[config.mk]
export PLATFORM = sky130hd
export DESIGN_NAME = flash_bus_sched_flat
export DESIGN_NICKNAME = d
export VERILOG_FILES = /design/src/rtl/flash_bus_sched_if.sv /design/src/rtl/flash_bus_sched.sv /design/src/flat_wrapper.sv
export SDC_FILE = /design/constraint.sdc
export NUM_CORES = 1
export LEC_CHECK = 0
export CAP_MARGIN = 20
export CORE_MARGIN = 4
export CORE_UTILIZATION = 60
export DETAILED_ROUTE_END_ITERATION = 12
export PLACE_DENSITY = 0.89
export REMOVE_ABC_BUFFERS = 1
export SYNTH_ARGS = -nofsm -noshare
export SYNTH_HDL_FRONTEND = slang
export SYNTH_SLANG_ARGS = --single-unit
[constraint.sdc]
create_clock -name clkin_max_100 -period 3.6 [get_ports clkin_max_100]
set_input_delay 0.54 -clock clkin_max_100 [delete_from_list [all_inputs] [get_ports clkin_max_100]]
set_output_delay 0.54 -clock clkin_max_100 [all_outputs]
set_load 0.02 [all_outputs]
[src/rtl/flash_bus_sched_if.sv]
// Signal bundle between the flash bus scheduler and the flash controller, PFL
// and FPGA configuration pins.
interface flash_bus_sched_if;
  logic       fc_req;
  logic       fc_done;
  logic [1:0] fc_page;
  logic       pfl_req;
  logic       reconf_req;
  logic       fpga_conf_done;
  logic       grant_fc;
  logic       grant_pfl;
  logic       pfl_nreset;
  logic       pfl_nreconfigure;
  logic [2:0] fpga_pgm;
  logic       cfg_ok;
  logic       cfg_fail;
  logic [3:0] state_dbg;

  modport slave (
    input  fc_req, fc_done, fc_page, pfl_req, reconf_req, fpga_conf_done,
    output grant_fc, grant_pfl, pfl_nreset, pfl_nreconfigure, fpga_pgm,
           cfg_ok, cfg_fail, state_dbg
  );

  modport master (
    output fc_req, fc_done, fc_page, pfl_req, reconf_req, fpga_conf_done,
    input  grant_fc, grant_pfl, pfl_nreset, pfl_nreconfigure, fpga_pgm,
           cfg_ok, cfg_fail, state_dbg
  );
endinterface

[src/rtl/flash_bus_sched.sv]
// CFI flash bus arbiter: boots via the flash controller, sequences PFL
// reset/reconfiguration with timeout + factory fallback, then arbitrates.
module flash_bus_sched #(
  parameter int unsigned       TURN_CYC     = 4,
  parameter int unsigned       NRST_CYC     = 8,
  parameter int unsigned       NRECONF_CYC  = 16,
  parameter int unsigned       TMO_W        = 24,
  parameter logic [TMO_W-1:0]  CFG_TMO      = 24'hFFFFFF,
  parameter logic [1:0]        FACTORY_PAGE = 2'b00
) (
  input logic               clkin_max_100,
  input logic               sys_resetn,
  flash_bus_sched_if.slave  bus
);

  typedef enum logic [3:0] {
    IDLE = 4'd0, FC_BOOT = 4'd1, TURN = 4'd2, PFL_RST = 4'd3, PFL_RECFG = 4'd4,
    CFG_WAIT = 4'd5, FALLBACK = 4'd6, PFL_HOLD = 4'd7, PARK = 4'd8, FC_RUN = 4'd9
  } state_t;

  state_t            state_reg, state_next, target_reg, target_next;
  logic [3:0]        async_in, sync1_reg, sync2_reg;
  logic              reconf_d_reg, reconf_edge;
  logic [7:0]        cnt_reg, cnt_next;
  logic [TMO_W-1:0]  tmr_reg, tmr_next;
  logic [1:0]        page_reg, page_next, latched_page;
  logic              retry_reg, retry_next, pend_reg, pend_next;
  logic              ok_reg, ok_next, fail_reg, fail_next;
  logic              grant_fc_reg, grant_fc_next, grant_pfl_reg, grant_pfl_next;
  logic              nrst_reg, nrst_next, nrecfg_reg, nrecfg_next;
  logic              fc_req_s, fc_done_s, reconf_s, conf_s;

  assign async_in     = {bus.fpga_conf_done, bus.reconf_req, bus.fc_done, bus.fc_req};
  assign fc_req_s     = sync2_reg[0];
  assign fc_done_s    = sync2_reg[1];
  assign reconf_s     = sync2_reg[2];
  assign conf_s       = sync2_reg[3];
  assign reconf_edge  = reconf_s & ~reconf_d_reg;
  // Page 3 is not a valid image slot; it falls back to the factory image.
  assign latched_page = (bus.fc_page == 2'b11) ? FACTORY_PAGE : bus.fc_page;

  always_ff @(posedge clkin_max_100 or negedge sys_resetn) begin
    if (!sys_resetn) begin
      state_reg     <= IDLE;
      target_reg    <= IDLE;
      sync1_reg     <= '0;
      sync2_reg     <= '0;
      reconf_d_reg  <= 1'b0;
      cnt_reg       <= '0;
      tmr_reg       <= '0;
      page_reg      <= 2'b00;
      retry_reg     <= 1'b0;
      pend_reg      <= 1'b0;
      ok_reg        <= 1'b0;
      fail_reg      <= 1'b0;
      grant_fc_reg  <= 1'b0;
      grant_pfl_reg <= 1'b0;
      nrst_reg      <= 1'b0;
      nrecfg_reg    <= 1'b1;
    end else begin
      state_reg     <= state_next;
      target_reg    <= target_next;
      sync1_reg     <= async_in;
      sync2_reg     <= sync1_reg;
      reconf_d_reg  <= reconf_s;
      cnt_reg       <= cnt_next;
      tmr_reg       <= tmr_next;
      page_reg      <= page_next;
      retry_reg     <= retry_next;
      pend_reg      <= pend_next;
      ok_reg        <= ok_next;
      fail_reg      <= fail_next;
      grant_fc_reg  <= grant_fc_next;
      grant_pfl_reg <= grant_pfl_next;
      nrst_reg      <= nrst_next;
      nrecfg_reg    <= nrecfg_next;
    end
  end

  always_comb begin
    state_next  = state_reg;
    target_next = target_reg;
    page_next   = page_reg;
    retry_next  = retry_reg;
    ok_next     = ok_reg;
    fail_next   = fail_reg;
    pend_next   = pend_reg | reconf_edge;
    case (state_reg)
      IDLE: state_next = FC_BOOT;
      FC_BOOT: begin
        if (fc_done_s) begin
          page_next   = latched_page;
          retry_next  = 1'b0;
          target_next = PFL_RST;
          state_next  = TURN;
        end
      end
      TURN:      if (cnt_reg == 8'(TURN_CYC - 1))    state_next = target_reg;
      PFL_RST:   if (cnt_reg == 8'(NRST_CYC - 1))    state_next = PFL_RECFG;
      PFL_RECFG: if (cnt_reg == 8'(NRECONF_CYC - 1)) state_next = CFG_WAIT;
      CFG_WAIT: begin
        if (conf_s) begin
          ok_next    = 1'b1;
          state_next = PFL_HOLD;
        end else if (tmr_reg == CFG_TMO - 1'b1) begin
          if (!retry_reg && page_reg != FACTORY_PAGE) begin
            state_next = FALLBACK;
          end else begin
            fail_next   = 1'b1;
            target_next = PARK;
            state_next  = TURN;
          end
        end
      end
      FALLBACK: begin
        page_next  = FACTORY_PAGE;
        retry_next = 1'b1;
        state_next = PFL_RST;
      end
      PFL_HOLD: begin
        if (!bus.pfl_req) begin
          target_next = PARK;
          state_next  = TURN;
        end
      end
      PARK: begin
        // Bus is already idle here, so owners are granted without a TURN.
        if (pend_reg || reconf_edge) begin
          page_next  = latched_page;
          retry_next = 1'b0;
          pend_next  = 1'b0;
          state_next = PFL_RST;
        end else if (bus.pfl_req) begin
          state_next = PFL_HOLD;
        end else if (fc_req_s) begin
          state_next = FC_RUN;
        end
      end
      FC_RUN: begin
        if (!fc_req_s) begin
          target_next = PARK;
          state_next  = TURN;
        end
      end
      default: state_next = IDLE;
    endcase

    if (state_next == PFL_RST) begin
      ok_next   = 1'b0;
      fail_next = 1'b0;
    end

    // Outputs are registered from the next state so they change with state_dbg.
    grant_fc_next  = (state_next == FC_BOOT) || (state_next == FC_RUN);
    grant_pfl_next = (state_next == PFL_RST) || (state_next == PFL_RECFG) ||
                     (state_next == CFG_WAIT) || (state_next == FALLBACK) ||
                     (state_next == PFL_HOLD);
    nrecfg_next    = (state_next != PFL_RECFG);
    nrst_next      = nrst_reg;
    if (state_next == PFL_RST)   nrst_next = 1'b0;
    if (state_next == PFL_RECFG) nrst_next = 1'b1;

    cnt_next = (cnt_reg == 8'hFF) ? cnt_reg : cnt_reg + 8'd1;
    if (state_next != state_reg) cnt_next = '0;

    tmr_next = tmr_reg;
    if (state_next == PFL_RECFG) tmr_next = '0;
    else if (state_reg == CFG_WAIT && tmr_reg != '1) tmr_next = tmr_reg + 1'b1;
  end

  assign bus.grant_fc         = grant_fc_reg;
  assign bus.grant_pfl        = grant_pfl_reg;
  assign bus.pfl_nreset       = nrst_reg;
  assign bus.pfl_nreconfigure = nrecfg_reg;
  assign bus.fpga_pgm         = {1'b0, page_reg};
  assign bus.cfg_ok           = ok_reg;
  assign bus.cfg_fail         = fail_reg;
  assign bus.state_dbg        = state_reg;

endmodule

[src/flat_wrapper.sv]
// flat-port wrapper written by rule: the top's interface ports become plain ports
module flash_bus_sched_flat 
#(
  parameter int unsigned       TURN_CYC     = 4,
  parameter int unsigned       NRST_CYC     = 8,
  parameter int unsigned       NRECONF_CYC  = 16,
  parameter int unsigned       TMO_W        = 24,
  parameter logic [TMO_W-1:0]  CFG_TMO      = 24'hFFFFFF,
  parameter logic [1:0]        FACTORY_PAGE = 2'b00
)
  (clkin_max_100, sys_resetn, bus_fc_req, bus_fc_done, bus_fc_page, bus_pfl_req, bus_reconf_req, bus_fpga_conf_done, bus_grant_fc, bus_grant_pfl, bus_pfl_nreset, bus_pfl_nreconfigure, bus_fpga_pgm, bus_cfg_ok, bus_cfg_fail, bus_state_dbg);
  flash_bus_sched_if bus_i ();
  input logic clkin_max_100;
  input logic sys_resetn;
  input wire logic [$bits(bus_i.fc_req)-1:0] bus_fc_req;
  input wire logic [$bits(bus_i.fc_done)-1:0] bus_fc_done;
  input wire logic [$bits(bus_i.fc_page)-1:0] bus_fc_page;
  input wire logic [$bits(bus_i.pfl_req)-1:0] bus_pfl_req;
  input wire logic [$bits(bus_i.reconf_req)-1:0] bus_reconf_req;
  input wire logic [$bits(bus_i.fpga_conf_done)-1:0] bus_fpga_conf_done;
  output wire logic [$bits(bus_i.grant_fc)-1:0] bus_grant_fc;
  output wire logic [$bits(bus_i.grant_pfl)-1:0] bus_grant_pfl;
  output wire logic [$bits(bus_i.pfl_nreset)-1:0] bus_pfl_nreset;
  output wire logic [$bits(bus_i.pfl_nreconfigure)-1:0] bus_pfl_nreconfigure;
  output wire logic [$bits(bus_i.fpga_pgm)-1:0] bus_fpga_pgm;
  output wire logic [$bits(bus_i.cfg_ok)-1:0] bus_cfg_ok;
  output wire logic [$bits(bus_i.cfg_fail)-1:0] bus_cfg_fail;
  output wire logic [$bits(bus_i.state_dbg)-1:0] bus_state_dbg;
  assign bus_i.fc_req = bus_fc_req;
  assign bus_i.fc_done = bus_fc_done;
  assign bus_i.fc_page = bus_fc_page;
  assign bus_i.pfl_req = bus_pfl_req;
  assign bus_i.reconf_req = bus_reconf_req;
  assign bus_i.fpga_conf_done = bus_fpga_conf_done;
  assign bus_grant_fc = bus_i.grant_fc;
  assign bus_grant_pfl = bus_i.grant_pfl;
  assign bus_pfl_nreset = bus_i.pfl_nreset;
  assign bus_pfl_nreconfigure = bus_i.pfl_nreconfigure;
  assign bus_fpga_pgm = bus_i.fpga_pgm;
  assign bus_cfg_ok = bus_i.cfg_ok;
  assign bus_cfg_fail = bus_i.cfg_fail;
  assign bus_state_dbg = bus_i.state_dbg;
  flash_bus_sched #(.TURN_CYC(TURN_CYC), .NRST_CYC(NRST_CYC), .NRECONF_CYC(NRECONF_CYC), .TMO_W(TMO_W), .CFG_TMO(CFG_TMO), .FACTORY_PAGE(FACTORY_PAGE)) u_core (.clkin_max_100(clkin_max_100), .sys_resetn(sys_resetn), .bus(bus_i));
endmodule
# Word level (Yosys, flattened, before mapping)
# Index checks and enable logic that the tools add are counted.
# totals
latch_bits	0
reg_bits	59
memories	0
wordCells	121
out_inout_bits	13
ram_bits	0
romBits	0
# op_classes
eq_ne	35
n_reduce_logical	22
multipliers	0
n_shift	0
n_mux	43
n_bitwise	3
n_lt_le_gt_ge	0
div_mod_pow	0
n_addsub	2
# ops
op	count
4-bit two-way mux	17
24-bit two-way mux	2
4-bit one-hot mux with 10 select lines	1
4-bit by 3-bit equality test with 1-bit output (second input constant)	8
24-bit by 1-bit adder with 24-bit output (second input constant)	1
24-bit equality test (second input constant)	1
24-bit != test (second input constant)	1
8-bit two-way mux	2
4-bit one-hot mux with 4 select lines	1
1-bit two-way mux	14
2-bit != test (second input constant)	7
4-bit by 2-bit equality test with 1-bit output (second input constant)	3
4-bit equality test (second input constant)	3
2-bit nonzero test	6
8-bit by 1-bit adder with 8-bit output (second input constant)	1
4-bit by 1-bit equality test with 1-bit output (second input constant)	2
8-bit by 2-bit equality test with 1-bit output (second input constant)	1
8-bit by 3-bit equality test with 1-bit output (second input constant)	1
8-bit by 4-bit equality test with 1-bit output (second input constant)	1
8-bit equality test (second input constant)	1
7-bit AND reduction	1
1-bit logical OR	6
2-bit two-way mux	3
2-bit by 1-bit != test with 1-bit output (second input constant)	3
other kinds (17)	18

# Logic depth before layout (Yosys ltp)
# depth
ltp_word	11
ltp_mapped	11

# Worst setup path after synthesis
# Ideal clock, no wire load.
# synth_path
path_kind	reg-to-reg
start	register u_core.tmr_reg[0]
end	register u_core.nrst_reg, in the netlist u_core.bus.pfl_nreset
path_stages_with_launch	11
setup_slack_ns	1.315
arrival_time_ns	2.161
path_buffers	1
t_required_ns	3.476
cell_sequence	dfrtp_1 inv_1 ha_1 inv_1 nor4_4 a21oi_2 a2111oi_4 o21ai_2 and3_1 buf_6 a211o_1
# synth_between
elab_chain_len	6
# synth_lines
element	line	text
start: declaration	flash_bus_sched.sv:25	logic [TMO_W-1:0] tmr_reg, tmr_next;
start signal: assignment	flash_bus_sched.sv:67	tmr_reg <= tmr_next;
24-bit equality test *	flash_bus_sched.sv:105	end else if (tmr_reg == CFG_TMO - 1'b1) begin
4-bit two-way mux *	flash_bus_sched.sv:105	
4-bit two-way mux *	flash_bus_sched.sv:102	if (conf_s) begin
4-bit one-hot mux with 10 select lines *	flash_bus_sched.sv:88	case (state_reg)
net u_core.state_next[2]	flash_bus_sched.sv:21	state_t state_reg, state_next, target_reg, target_next;
4-bit by 3-bit equality test with 1-bit output / 4-bit by 2-bit equality test with 1-bit output (equally long branches)	flash_bus_sched.sv:161, flash_bus_sched.sv:160	
1-bit two-way mux / 2-bit nonzero test (equally long branches)	--	
end signal: assignment	flash_bus_sched.sv:75	nrst_reg <= nrst_next;
end: declaration	flash_bus_sched.sv:30	logic nrst_reg, nrst_next, nrecfg_reg, nrecfg_next;
# The timed path passes the listed nets; every way through them passes the cells marked *.
# A chain may end at the register's enable or synchronous reset.

# Worst setup path after layout
# layout_path
start	register u_core.cnt_reg[0]
end	register u_core.cnt_reg[0]
# layout_between
elab_chain_len	5
# layout_lines
element	line	text
start: declaration	flash_bus_sched.sv:24	logic [7:0] cnt_reg, cnt_next;
start signal: assignment	flash_bus_sched.sv:66	cnt_reg <= cnt_next;
8-bit by 4-bit equality test with 1-bit output, or another cell as far along	flash_bus_sched.sv:100	PFL_RECFG: if (cnt_reg == 8'(NRECONF_CYC - 1)) state_next = CFG_WAIT;
4-bit two-way mux (on tied branches)	flash_bus_sched.sv:100, flash_bus_sched.sv:98, flash_bus_sched.sv:99	
4-bit one-hot mux with 10 select lines	flash_bus_sched.sv:88	
4-bit != test	flash_bus_sched.sv:164	if (state_next != state_reg) cnt_next = '0;
2-bit != test (no source line) / 8-bit two-way mux (equally long branches)	--	
# Parallel ways exist; a longest one is shown, timed or not. The select of a mux whose other input is x is not followed.

==> impl_metrics.py <==
metrics = {
    "status": {
        "outcome": "finished clean",
    },
    "yosys": {
        "ys_seq_elements": 57,
        "synthAdderAreaFrac_pct": 1.26,
        "synth-edff-count": 0,
        "syn-instance-count": 310,
        "ys.warnings.count": 0,
        "muxShareOfSynthArea_pct": 1.34,
        "ys_types": 52,
        "syn-cell-area_sq_um": 2990,
        "synth_area_per_cell_sq_um": 9.64,
        "yosysSeqAreaShare_pct": 47.8,
        "async_flop_share_pct": 100,
        "synth_top_family_by_area": "simple AND/OR/NAND/NOR gates",
        "synth-simple-area-share_pct": 26.3,
        "ys.flop_type": "dfrtp_1",
        "synth_compound_area_share_pct": 12.1,
        "synth_xor_area_share_pct": 7.33,
    },
    "worst_setup_path": {
        "start_kind": "flop",
        "endpoint_kind": "flop",
        "path_class": "flop to flop",
        "crit_arrival_ns": 3.05,
        "cp.required_ns": 3.80,
        "r2r-end": "u_core.cnt_reg[0]",
        "reg2reg_from": "u_core.cnt_reg[0]",
        "crit_start": "u_core.cnt_reg[0]",
        "cp_max_fo": 8,
        "rrSetupSlack_ns": 0.74,
        "reg2reg_depth": 8,
    },
    "pwr": {
        "vdd_drop_max_mv": 0.373,
        "seqPwrFrac_pct": 42.8,
        "combPwrFrac_pct": 23.4,
        "internal_power_uw": 1250,
        "p_sw_share_pct": 31.5,
        "power_density_nw_per_um2": 530,
        "p_sw_uw": 572,
        "power_leakage_uw": 0.00146,
        "pwr-share-clk_pct": 33.8,
    },
    "sta": {
        "setup_viol": 0,
        "hold_viol": 0,
        "finalMaxSlewViolations": 0,
        "tns_ns": 0,
        "rsz0062_at_grt": "no",
        "whs_ns": 0.333,
        "slew_headroom_pct": 38.1,
        "worst_slew_pin_slew_ns": 0.928,
        "min_period_over_period_pct": 79.4,
        "clock_skew_ns": 0.00572,
        "fin_crit_ns": 2.86,
        "maxClockFrequency_ghz": 0.350,
    },
    "routing": {
        "drt_iter0_drc": 163,
        "viasPerCell": 5.80,
        "ant_nets": 0,
        "drc_errors": 0,
        "via_count": 2350,
        "detail_route.wl_per_cell_um": 14.3,
        "wirelength_um": 5780,
        "firstDrtPassIters": 4,
    },
    "global_route": {
        "antenna_found_initial": 0,
        "grt.total_usage_pct": 20.9,
        "grt_pass1_vias": 2219,
        "grt_use_met3_pct": 7.57,
        "grt_use_met1_pct": 25.8,
        "busiest_layer": "met2",
        "grtUsageMet2_pct": 31.7,
        "gr-total-overflow": 0,
        "grt_pass1_wl_um": 9830,
        "grt_max_degree": 44,
    },
    "cts": {
        "h-tree-depth": 3,
        "ctsHoldBuffers": 0,
        "cts_resized": 0,
        "max-clock-path-buffers": 2,
        "root_buffer": "clkbuf_8",
        "cts_sinks": 57,
        "clkTransAtPathRegs_ns": 0.06,
        "cts-buffers-inserted": 9,
        "post_cts_buffers": 0,
        "tritoncts": "yes",
        "clock_latency_ns": 0.34,
    },
    "placement": {
        "place_hpwl_um": 4090,
        "numPortBuffers": 20,
        "placed_area_sq_um": 3220,
        "gp_congestion": 0.949,
    },
    "floorplan": {
        "die_area_sq_um": 6170,
        "io_pins": 22,
        "die_y_um": 78.6,
        "num_rows": 25,
        "dieWidth_um": 78.6,
        "initial_utilization_pct": 62.4,
        "core_area_sq_um": 4790,
    },
    "finish": {
        "syn_to_final_growth_pct": 14.7,
        "drive_gt1_share_pct": 8.88,
        "antennaDiodeCount": 0,
        "fillers": 341,
        "nets": 345,
        "layout_common_cells": "56 x dfrtp_1, 45 x nor2_1, 25 x nand2_1",
        "largest_reg_flops": 24,
        "design_area_sq_um": 3430,
        "final_common_cell": "dfrtp_1",
    },
    "run": {
        "drv_cap": 0,
    },
    "min_path": {
        "min_path_type": "input pin to asynchronous set/reset pin",
    },
}
[final cells by class]
type	instances	area [sq um]	area share [%]
well taps	67	83.8	2.45
clock inverters	2	35.0	1.02
clock buffers	14	173	5.04
inverters	13	48.8	1.42
repair buffers	22	210	6.14
flip-flops and latches	57	1430	41.7
multi-input cells	230	1450	42.3
[metal layers]
layer	vias to the layer above	wire length [um]
met3	17	387
met2	66	2640
li1	1153	-
met4	0	148
met1	1114	2610
met5	-	0
[worst max-delay path, cell delays in order, from the launching register on]
cell,delay (ns)
dfrtp_1,0.40
ha_1,0.22
nor3b_1,0.38
nand2_1,0.16
o41ai_1,0.62
nor2_1,0.11
and3_1,0.21
o21ai_1,0.50
nor4_1,0.11
[how the worst max path moves through the flow]
| stage | end | slack [ns] | depth (start not counted) |
|---|---|---|---|
| finish | u_core.cnt_reg[0] | 0.74 | 8 |
| global route | u_core.cnt_reg[4] | 0.51 | 10 |
| CTS | u_core.cnt_reg[3] | 0.79 | 8 |
| detailed placement | u_core.tmr_reg[1] | 0.71 | 7 |
| global placement | u_core.tmr_reg[1] | 0.76 | 7 |
| floorplan | u_core.bus.pfl_nreset | 1.10 | 7 |
[metrics by stage]
step / total power (uW) / std cells / util, % / worst slack [ns]
6_report: 1820 / 405 / 71.6 / 0.743
5_1_grt: 1920 / 405 / 71.6 / 0.514
4_1_cts: 1830 / 405 / 71.6 / 0.787
3_5_place_dp: 1210 / 389 / 67.2 / 0.713
3_3_place_gp: 1190 / 389 / 67.2 / 0.763
2_1_floorplan: 1060 / 300 / - / 1.10
[synthesized netlist by cell type, drive strengths merged, types with 2 or more instances]
cell type | instances | area (sq um)
mux2i | 4 | 40.0
ha | 3 | 37.5
or4 | 3 | 22.5
nor2b | 7 | 43.8
o41ai | 6 | 52.6
clkbuf | 6 | 22.5
nor2 | 45 | 169
nand3 | 11 | 55.1
xor2 | 12 | 105
inv | 12 | 45.0
and4 | 2 | 17.5
or2 | 2 | 12.5
nor3 | 13 | 70.1
nor4 | 13 | 111
nand4 | 9 | 68.8
o31ai | 4 | 30.0
a21oi | 11 | 58.8
o21ai | 9 | 48.8
nand2b | 5 | 31.3
a21o | 3 | 22.5
buf | 4 | 41.3
a31oi | 3 | 18.8
a211o | 2 | 17.5
dfrtp | 56 | 1400
xnor2 | 13 | 114
and3 | 8 | 50.1
nand2 | 25 | 93.8
o31a | 2 | 17.5
[power groups by stage]
stage / sequential [uW] / combinational [uW] / clock [uW]
after detailed placement: 786 / 423 / 0
after floorplan: 799 / 258 / 0
after global routing: 789 / 462 / 666
final: 777 / 425 / 615
after global placement: 784 / 410 / 0
after CTS: 776 / 424 / 634
[logic make-up (layout without fill, tap and decap cells)]
kind of cell / count (synthesis) / after routing
compound gates: 49 / 49
xor+xnor: 25 / 25
fa+ha+maj: 3 / 3
buf+inv: 23 / 51
flops: 57 / 57
mux: 4 / 4
other cells: 1 / 1
simple gates: 148 / 148
Note: power is estimated with default switching activity, not from simulation.
